**src/rtl/regfile_sb_if.sv**
```systemverilog
// regfile_sb_if: bus bundle for the scoreboarded register file.
//   write   : we / rd_a / rd_dt in, wr_ready out (accept = we && wr_ready)
//   read    : rs1_a / rs2_a in, rs1_dt / rs2_dt and rs1_pend / rs2_pend out
//   alloc   : alloc_en / alloc_a in (mark destination pending)
//   clear   : clr_req in, clr_busy out
// master = pipeline side (decode/writeback), slave = register file.
interface regfile_sb_if #(
  parameter int XLEN = 32,
  parameter int AW   = 5
);
  logic            we;
  logic [AW-1:0]   rd_a;
  logic [XLEN-1:0] rd_dt;
  logic            wr_ready;
  logic [AW-1:0]   rs1_a;
  logic [XLEN-1:0] rs1_dt;
  logic [AW-1:0]   rs2_a;
  logic [XLEN-1:0] rs2_dt;
  logic            rs1_pend;
  logic            rs2_pend;
  logic            alloc_en;
  logic [AW-1:0]   alloc_a;
  logic            clr_req;
  logic            clr_busy;

  modport master (
    output we, rd_a, rd_dt, rs1_a, rs2_a, alloc_en, alloc_a, clr_req,
    input  wr_ready, rs1_dt, rs2_dt, rs1_pend, rs2_pend, clr_busy
  );

  modport slave (
    input  we, rd_a, rd_dt, rs1_a, rs2_a, alloc_en, alloc_a, clr_req,
    output wr_ready, rs1_dt, rs2_dt, rs1_pend, rs2_pend, clr_busy
  );
endinterface

```
**src/rtl/regfile_sb.sv**
```systemverilog
// regfile_sb: parametrised integer register file with two combinational
// read ports, one clocked write port, optional x0 hardwiring, optional
// write-to-read bypass, a per-register pending-write scoreboard and a
// sequential clear engine that zeroes the array one entry per cycle.
//   clk  : clock, all state on rising edge
//   rest : asynchronous active-high reset
//   bus  : regfile_sb_if.slave (write, read, alloc and clear signals)

// One read port: x0 / bypass / array selection and pending-bit masking.
module regfile_sb_rdport #(
  parameter int XLEN     = 32,
  parameter int AW       = 5,
  parameter bit ZERO_REG = 1'b1,
  parameter bit BYPASS   = 1'b1
) (
  input  logic [AW-1:0]                  addr_i,
  input  logic [(2**AW)-1:0][XLEN-1:0]   mem_i,
  input  logic [(2**AW)-1:0]             pend_i,
  input  logic                           wr_eff_i,
  input  logic [AW-1:0]                  wr_a_i,
  input  logic [XLEN-1:0]                wr_d_i,
  output logic [XLEN-1:0]                data_o,
  output logic                           pend_o
);
  logic is_zero, hit;

  assign is_zero = ZERO_REG && (addr_i == '0);
  // wr_eff_i already excludes dropped x0 writes and writes during clear
  assign hit     = BYPASS && wr_eff_i && (wr_a_i == addr_i);

  always_comb begin
    data_o = mem_i[addr_i];
    pend_o = pend_i[addr_i];
    if (is_zero) begin
      data_o = '0;
      pend_o = 1'b0;
    end else if (hit) begin
      data_o = wr_d_i;
      pend_o = 1'b0;
    end
  end
endmodule

module regfile_sb #(
  parameter int XLEN     = 32,
  parameter int AW       = 5,
  parameter bit ZERO_REG = 1'b1,
  parameter bit BYPASS   = 1'b1
) (
  input  logic         clk,
  input  logic         rest,
  regfile_sb_if.slave  bus
);
  localparam int NREG  = 2**AW;
  localparam int NRD   = 2;
  localparam logic [AW-1:0] LAST = '1;

  typedef enum logic {S_IDLE, S_CLEAR} state_e;

  state_e                     state_q, state_d;
  logic [AW-1:0]              cnt_q, cnt_d;
  logic [NREG-1:0][XLEN-1:0]  mem_q;
  logic [NREG-1:0]            pend_q;
  logic                       busy, wr_acc, wr_eff, alloc_ok;

  assign busy         = (state_q == S_CLEAR);
  assign bus.clr_busy = busy;
  assign bus.wr_ready = !busy;
  assign wr_acc       = bus.we && !busy;
  assign wr_eff       = wr_acc && !(ZERO_REG && (bus.rd_a == '0));
  assign alloc_ok     = bus.alloc_en && !(ZERO_REG && (bus.alloc_a == '0));

  // Clear FSM: cnt walks 0..NREG-1; terminal compare avoids any wrap.
  always_ff @(posedge clk or posedge rest) begin
    if (rest) begin
      state_q <= S_IDLE;
      cnt_q   <= '0;
    end else begin
      state_q <= state_d;
      cnt_q   <= cnt_d;
    end
  end

  always_comb begin
    state_d = state_q;
    cnt_d   = cnt_q;
    case (state_q)
      S_IDLE: begin
        if (bus.clr_req) begin
          state_d = S_CLEAR;
          cnt_d   = '0;
        end
      end
      S_CLEAR: begin
        if (cnt_q == LAST) begin
          state_d = S_IDLE;
          cnt_d   = '0;
        end else begin
          cnt_d = cnt_q + 1'b1;
        end
      end
      default: begin
        state_d = S_IDLE;
        cnt_d   = '0;
      end
    endcase
  end

  // Array: clear engine owns the write path while busy, so no conflict.
  always_ff @(posedge clk or posedge rest) begin
    if (rest) begin
      mem_q <= '0;
    end else if (busy) begin
      mem_q[cnt_q] <= '0;
    end else if (wr_eff) begin
      mem_q[bus.rd_a] <= bus.rd_dt;
    end
  end

  // Scoreboard: clear start wipes everything; otherwise alloc beats write
  // on the same entry (the new producer wins). Frozen during clear.
  always_ff @(posedge clk or posedge rest) begin
    if (rest) begin
      pend_q <= '0;
    end else if (!busy) begin
      if (bus.clr_req) begin
        pend_q <= '0;
      end else begin
        if (wr_eff)   pend_q[bus.rd_a]    <= 1'b0;
        if (alloc_ok) pend_q[bus.alloc_a] <= 1'b1;
      end
    end
  end

  logic [NRD-1:0][AW-1:0]   rs_a;
  logic [NRD-1:0][XLEN-1:0] rs_dt;
  logic [NRD-1:0]           rs_pend;

  assign rs_a[0]      = bus.rs1_a;
  assign rs_a[1]      = bus.rs2_a;
  assign bus.rs1_dt   = rs_dt[0];
  assign bus.rs2_dt   = rs_dt[1];
  assign bus.rs1_pend = rs_pend[0];
  assign bus.rs2_pend = rs_pend[1];

  for (genvar p = 0; p < NRD; p++) begin : g_rd
    regfile_sb_rdport #(
      .XLEN(XLEN), .AW(AW), .ZERO_REG(ZERO_REG), .BYPASS(BYPASS)
    ) u_rd (
      .addr_i   (rs_a[p]),
      .mem_i    (mem_q),
      .pend_i   (pend_q),
      .wr_eff_i (wr_eff),
      .wr_a_i   (bus.rd_a),
      .wr_d_i   (bus.rd_dt),
      .data_o   (rs_dt[p]),
      .pend_o   (rs_pend[p])
    );
  end
endmodule

```
**src/flat_wrapper.sv**
```systemverilog
// flat-port wrapper written by rule: the top's interface ports become plain ports
module regfile_sb_flat 
#(
  parameter int XLEN     = 32,
  parameter int AW       = 5,
  parameter bit ZERO_REG = 1'b1,
  parameter bit BYPASS   = 1'b1
)
  (clk, rest, bus_we, bus_rd_a, bus_rd_dt, bus_rs1_a, bus_rs2_a, bus_alloc_en, bus_alloc_a, bus_clr_req, bus_wr_ready, bus_rs1_dt, bus_rs2_dt, bus_rs1_pend, bus_rs2_pend, bus_clr_busy);
  regfile_sb_if #(.XLEN(XLEN), .AW(AW)) bus_i ();
  input  logic clk;
  input  logic rest;
  input wire logic [$bits(bus_i.we)-1:0] bus_we;
  input wire logic [$bits(bus_i.rd_a)-1:0] bus_rd_a;
  input wire logic [$bits(bus_i.rd_dt)-1:0] bus_rd_dt;
  input wire logic [$bits(bus_i.rs1_a)-1:0] bus_rs1_a;
  input wire logic [$bits(bus_i.rs2_a)-1:0] bus_rs2_a;
  input wire logic [$bits(bus_i.alloc_en)-1:0] bus_alloc_en;
  input wire logic [$bits(bus_i.alloc_a)-1:0] bus_alloc_a;
  input wire logic [$bits(bus_i.clr_req)-1:0] bus_clr_req;
  output wire logic [$bits(bus_i.wr_ready)-1:0] bus_wr_ready;
  output wire logic [$bits(bus_i.rs1_dt)-1:0] bus_rs1_dt;
  output wire logic [$bits(bus_i.rs2_dt)-1:0] bus_rs2_dt;
  output wire logic [$bits(bus_i.rs1_pend)-1:0] bus_rs1_pend;
  output wire logic [$bits(bus_i.rs2_pend)-1:0] bus_rs2_pend;
  output wire logic [$bits(bus_i.clr_busy)-1:0] bus_clr_busy;
  assign bus_i.we = bus_we;
  assign bus_i.rd_a = bus_rd_a;
  assign bus_i.rd_dt = bus_rd_dt;
  assign bus_i.rs1_a = bus_rs1_a;
  assign bus_i.rs2_a = bus_rs2_a;
  assign bus_i.alloc_en = bus_alloc_en;
  assign bus_i.alloc_a = bus_alloc_a;
  assign bus_i.clr_req = bus_clr_req;
  assign bus_wr_ready = bus_i.wr_ready;
  assign bus_rs1_dt = bus_i.rs1_dt;
  assign bus_rs2_dt = bus_i.rs2_dt;
  assign bus_rs1_pend = bus_i.rs1_pend;
  assign bus_rs2_pend = bus_i.rs2_pend;
  assign bus_clr_busy = bus_i.clr_busy;
  regfile_sb #(.XLEN(XLEN), .AW(AW), .ZERO_REG(ZERO_REG), .BYPASS(BYPASS)) u_core (.clk(clk), .rest(rest), .bus(bus_i));
endmodule
```
**config.mk**
```make
export PLATFORM = sky130hd
export DESIGN_NAME = regfile_sb_flat
export DESIGN_NICKNAME = d
export VERILOG_FILES = /design/src/rtl/regfile_sb_if.sv /design/src/rtl/regfile_sb.sv /design/src/flat_wrapper.sv
export SDC_FILE = /design/constraint.sdc
export NUM_CORES = 2
export LEC_CHECK = 0
export BUFFER_PORTS_ARGS = -buffer_cell sky130_fd_sc_hd__buf_2
export CAP_MARGIN = 20
export CORE_MARGIN = 2
export CORE_UTILIZATION = 50
export DETAILED_ROUTE_END_ITERATION = 10
export GPL_TIMING_DRIVEN = 0
export PLACE_DENSITY = 0.66
export SLEW_MARGIN = 20
export SYNTH_ARGS = -nofsm -noshare
export SYNTH_HDL_FRONTEND = slang
export SYNTH_SLANG_ARGS = --single-unit
```
**constraint.sdc**
```tcl
create_clock -name clk -period 47.9 [get_ports clk]
set_input_delay 9.58 -clock clk [delete_from_list [all_inputs] [get_ports clk]]
set_output_delay 9.58 -clock clk [all_outputs]
set_load 0.1 [all_outputs]
```
# == Yosys cells after proc, flatten, opt, wreduce, memory -nomap -nowiden ==
# Cells that the tools add are included.
# totals
word_cells,108
input_bits,57
reg_bits,1062
out_inout_bits,68
# op_classes
add_sub_neg,1
eq_ne,4
bitwise_logic,6
n_reduce_logical,16
n_lt_le_gt_ge,8
muxes,38
# ops
op,n
2-to-1 mux 1024 bit,2
AND 1024 bit,1
bitwise mux 1024 bit,1
NOT 1024 bit,1
2-to-1 mux 32 bit,13
binary-select mux 32 bit (select 5 bit),2
demux 32 bit (select 5 bit),2
AND 32 bit,1
NOT 32 bit,1
OR 32 bit,1
less-than comparator 5 x 6 -> 1 bit (second input constant),5
logical NOT 5 bit,4
>= comparator 5 x 1 -> 1 bit (second input constant),3
binary-select mux 1 bit (select 5 bit),2
demux 1 bit (select 5 bit),2
== test 5 bit,2
2-to-1 mux 1 bit,10
2-to-1 mux 5 bit,2
case mux 5 bit (2 select lines),1
logical AND 1 bit,8
adder 5 x 1 -> 5 bit (second input constant),1
== test 5 bit (second input constant),1
logical NOT 1 bit,3
!= test 2 bit (second input constant),1
3 further kinds,3

# == Logic depth before layout (Yosys ltp) ==
# depth
ltp_word,12
depth_mapped,10
ltp_nobuf,6

# == Cells and area by module ==
# Synthesis repeated with hierarchy kept, for this count alone.
# unflattened
hier_cells,4251
area_unflattened_um2,56890.8
# modules_own_cells
module,instances,seq_area_each_um2,cells_per_inst,area_per_inst_um2
regfile_sb,1,26575.5,2651,38901.1
regfile_sb_rdport,2,0.0,800,8994.9

# == Worst setup path after synthesis ==
# OpenSTA, ideal clock, no wires.
# synth_timing
kind,in2out
from,in bus_rs2_a[0]
to,out bus_rs2_dt[23]
required_ns,38.320
n_path_buf,4
path_slack_ns,25.368
cell_stages,10
arrival_time_ns,12.952
path_cell_list,buf_2 buf_4 buf_4 buf_2 mux2i_1 a221oi_1 o21ai_0 nand2_1 a21oi_1 o21ai_0
# synth_via
elab_chain_cells,4
elab_cells_between_ends,7
classes_between,eq/ne (1); mux (4); reduce/logical (2)
# synth_lines
element,line_no,text
"start, declared",flat_wrapper.sv:17,input wire logic [$bits(bus_i.rs2_a)-1:0] bus_rs2_a;
binary-select mux 32 bit (select 5 bit) / == test 5 bit (equally long branches),"regfile_sb.sv:32, regfile_sb.sv:29",
2-to-1 mux 32 bit (implied by the code) / logical AND 1 bit (equally long branches),"regfile_sb.sv:32, regfile_sb.sv:29",
2-to-1 mux 32 bit,regfile_sb.sv:37,end else if (hit) begin
2-to-1 mux 32 bit (*),regfile_sb.sv:34,if (is_zero) begin
"end, declared",flat_wrapper.sv:23,output wire logic [$bits(bus_i.rs2_dt)-1:0] bus_rs2_dt;
# Mark *: on every way between the ends. The rest lies on a longest branch, timed or not. The select of a mux whose other input is x is not followed.

# == Worst setup path in the final report ==
# layout_timing
from,in bus_rs2_a[2]
to,out bus_rs2_dt[13]
# Same word-level chain as after synthesis.

==> results.py <==
metrics = {
    "global_route": {
        "grt_pass1_wl_um": 404900,
        "use_met1_pct": 64.64,
        "grt_pass1_vias": 47110,
        "met2_usage_pct": 67.78,
        "grt_max_degree": 105,
        "antenna_found_initial": 22,
        "grtUsageMet3_pct": 23.01,
        "grt.total_usage_pct": 51.72,
        "top_usage_layer": "met2",
        "grt_overflow": 0,
    },
    "critical_path": {
        "crit_arrival_ns": 14.58,
        "cp.required_ns": 38.32,
        "critPathCaptureType": "output pin",
        "crit_path_start_kind": "input port",
        "cp_max_fo": 10,
        "worstSetupPathType": "in2out",
    },
    "sta": {
        "finalSetupViolCount": 0,
        "fin_crit_ns": 24.16,
        "slew_viol_final": 0,
        "maxSlewHeadroom_pct": 9.582,
        "tightest_slew_ns": 1.356,
        "worst_slack_ns": 23.74,
        "final_hold_viol_count": 0,
        "fin_skew_ns": 0.03137,
        "fmax_mhz": 41.39,
        "fin_tns_setup_ns": 0,
        "min_period_over_period_pct": 50.44,
        "rsz0062_at_grt": "no",
    },
    "clock_network": {
        "clockBufferDepth": 3,
        "cts_root_buffer": "clkbuf_16",
        "numCtsBuffers": 116,
        "htreeDepth": 3,
        "insertion_delay_ns": 0.78,
        "cts.sinks": 1062,
        "postCtsSetupBuffers": 0,
        "post_cts_resized": 0,
        "cts-hold-fix-buffers": 0,
        "clk_pin_slew_ns": 0.06,
        "cts_tree": "done",
    },
    "synthesis": {
        "avgSynthCellArea_um2": 12.64,
        "synthTopCellsByArea": "dfrtp_1, a22o_1, mux4_2",
        "async_flop_share_pct": 100.0,
        "ys_ff_latch": 1062,
        "ys_warn_count": 0,
        "syn_inst": 4498,
        "ys_types": 63,
        "yosys.area.top_type": "dfrtp_1",
        "synth-edff-count": 0,
        "yosys.area.top_type_share_pct": 46.74,
        "syn_area_mm2": 0.05686,
        "synth_nets": 4560,
        "seq_area_frac_synth_pct": 46.74,
        "synth_top_flop_cell": "dfrtp_1",
    },
    "place": {
        "dpl.hpwl_um": 223800,
        "pre_cts_slack_ns": 24.50,
        "gp_congestion": 1.083,
        "dp_cells": 6100,
        "port_buffers": 87,
    },
    "power": {
        "power_leakage_nw": 28.38,
        "fin_total_pwr_mw": 2.628,
        "clockPowerShare_pct": 38.1,
        "p_seq_share_pct": 39.8,
        "swShare_pct": 33.43,
        "p_int_mw": 1.750,
        "p_sw_mw": 0.8785,
        "pwr-share-comb_pct": 22.1,
        "ir_drop_v": 0.00003103,
        "powerDensity_mw_per_mm2": 41.17,
    },
    "finish": {
        "finalNonFillerCells": 6328,
        "syn_to_final_growth_pct": 12.25,
        "drive_above_1_share_pct": 19.66,
        "fin_util_pct": 56.66,
        "nets": 4781,
    },
    "floorplan": {
        "die_x_um": 341.2,
        "io_pins": 125,
        "die_h_um": 341.2,
        "dieArea_mm2": 0.1164,
        "initial_core_util_pct": 50.47,
        "core_mm2": 0.1127,
        "rows": 123,
    },
    "routing": {
        "firstDrtPassIters": 7,
        "drt_iter0_drc": 8212,
        "vias_per_cell": 7.861,
        "routed-via-count": 49740,
        "drt_wl_total_um": 302600,
        "drc": 0,
        "antenna_left": 0,
        "wl_per_cell_um": 47.82,
    },
    "run": {
        "drv_cap": 0,
    },
    "status": {
        "status": "complete, no violations",
    },
    "worst_hold_path": {
        "hp-class": "reg2reg",
    },
}
## registers in the layout, indices dropped and copies added, names as in the netlist
register and flops:
u_core.mem_q 1024, u_core.pend_q 32, u_core.cnt_q 5, u_core.bus.clr_busy 1
## cells by family after synthesis
logic type	share of synthesized area (%)
adders and majority gates	0.1100
AOI/OAI and AO/OA	23.44
buffers and inverters	5.026
and+or+nand+nor	3.626
DFF	46.74
xor gates and xnor gates	0.1848
muxes	20.88
## cell type report
class / count / area (um^2)
antenna: 11 / 27.53
timing repair buffer: 103 / 794.5
buffer: 571 / 2848
fill: 9409 / 48830
clock inverter: 46 / 730.7
multi-input combinational: 2854 / 27500
inverter: 11 / 48.80
sequential: 1062 / 26580
clock buffer: 170 / 3428
tap: 1500 / 1877
## metrics by stage
stage          hold WS (ns)  instance area [um^2]
2_1_floorplan        0.4707                 56860
3_3_place_gp         0.4914                 59170
3_5_place_dp         0.4962                 59600
4_1_cts              0.5125                 63760
5_1_grt              0.5258                 63800
6_report             0.5142                 63830
## power by group through the flow
stage          logic, mW  clock network [mW]  registers [mW]
3_5_place_dp       0.552                   0            1.06
4_1_cts            0.553               0.993            1.04
2_1_floorplan      0.346                   0            1.04
6_report           0.581                1.00            1.05
5_1_grt            0.585                1.03            1.05
3_3_place_gp       0.543                   0            1.06
## per-layer routing
layer,wire length [um],part of all wire [%],vias to the layer above
li1,-,-,18400
met1,105000,35,25640
met2,118900,39,4614
met3,45830,15,1077
met4,32580,11,14
met5,237,0.078,-
## path summary, 6_finish.rpt
check                                    startpoint           endpoint  slack, ns  cells past startpoint
worst max register to register  u_core.bus.clr_busy  u_core.mem_q[492]      44.32                      7
min in group asynchronous                      rest  u_core.mem_q[156]       8.78                      2
worst max-delay path                   bus_rs2_a[2]     bus_rs2_dt[13]      23.74                     10
max in group asynchronous                      rest  u_core.mem_q[835]      37.15                      5
worst min-delay path               u_core.mem_q[23]   u_core.mem_q[23]       0.51                      1
worst min register to register     u_core.mem_q[23]   u_core.mem_q[23]       0.51                      1
## cells in the final DEF, fill, tap and decap left out, types with 38 or more instances in the layout
master | synthesis | final
a22oi_1 | 67 | 67
nor2b_1 | 59 | 59
buf_4 | 44 | 45
a211oi_1 | 48 | 48
a221oi_1 | 123 | 123
mux4_2 | 345 | 345
clkbuf_1 | 322 | 326
a21oi_1 | 165 | 165
nand2_1 | 67 | 67
clkbuf_16 | 0 | 118
nor2_1 | 128 | 111
buf_2 | 123 | 214
a22o_1 | 994 | 994
dfrtp_1 | 1062 | 1062
and2_1 | 38 | 38
mux2i_1 | 377 | 377
o21ai_0 | 167 | 167
## synthesized netlist by cell type (4+ instances only)
master       n
dfrtp_1   1062
a22o_1     994
mux2i_1    377
mux4_2     345
clkbuf_1   322
o21ai_0    167
a21oi_1    165
nor2_1     128
a221oi_1   123
buf_2      123
a22oi_1     67
nand2_1     67
nor2b_1     59
a211oi_1    48
buf_4       44
buf_1       42
and2_1      38
mux2_2      29
buf_6       27
a221o_1     25
and3_1      24
o22ai_1     22
nand3_1     18
nor3_1      17
o21ai_1     14
a211o_1     12
nand2b_1    11
inv_1       10
buf_12       7
nor2_4       7
o211ai_1     7
a31oi_1      6
o21a_1       6
o31a_1       6
xnor2_1      6
xor2_1       6
ha_1         5
nand3b_1     5
nor3b_1      5
a21o_1       4
a221oi_2     4
nor4_2       4
o2111a_1     4
## worst max-delay path, stage by stage
cell      delay (ns)
buf_2           0.22
buf_2           0.35
clkinv_1        1.00
clkbuf_2        0.81
a221oi_1        0.66
nor2_1          0.09
o21ai_0         0.67
a221oi_1        0.17
nor2_1          0.47
buf_2           0.53
(Power assumes the default switching activity.)
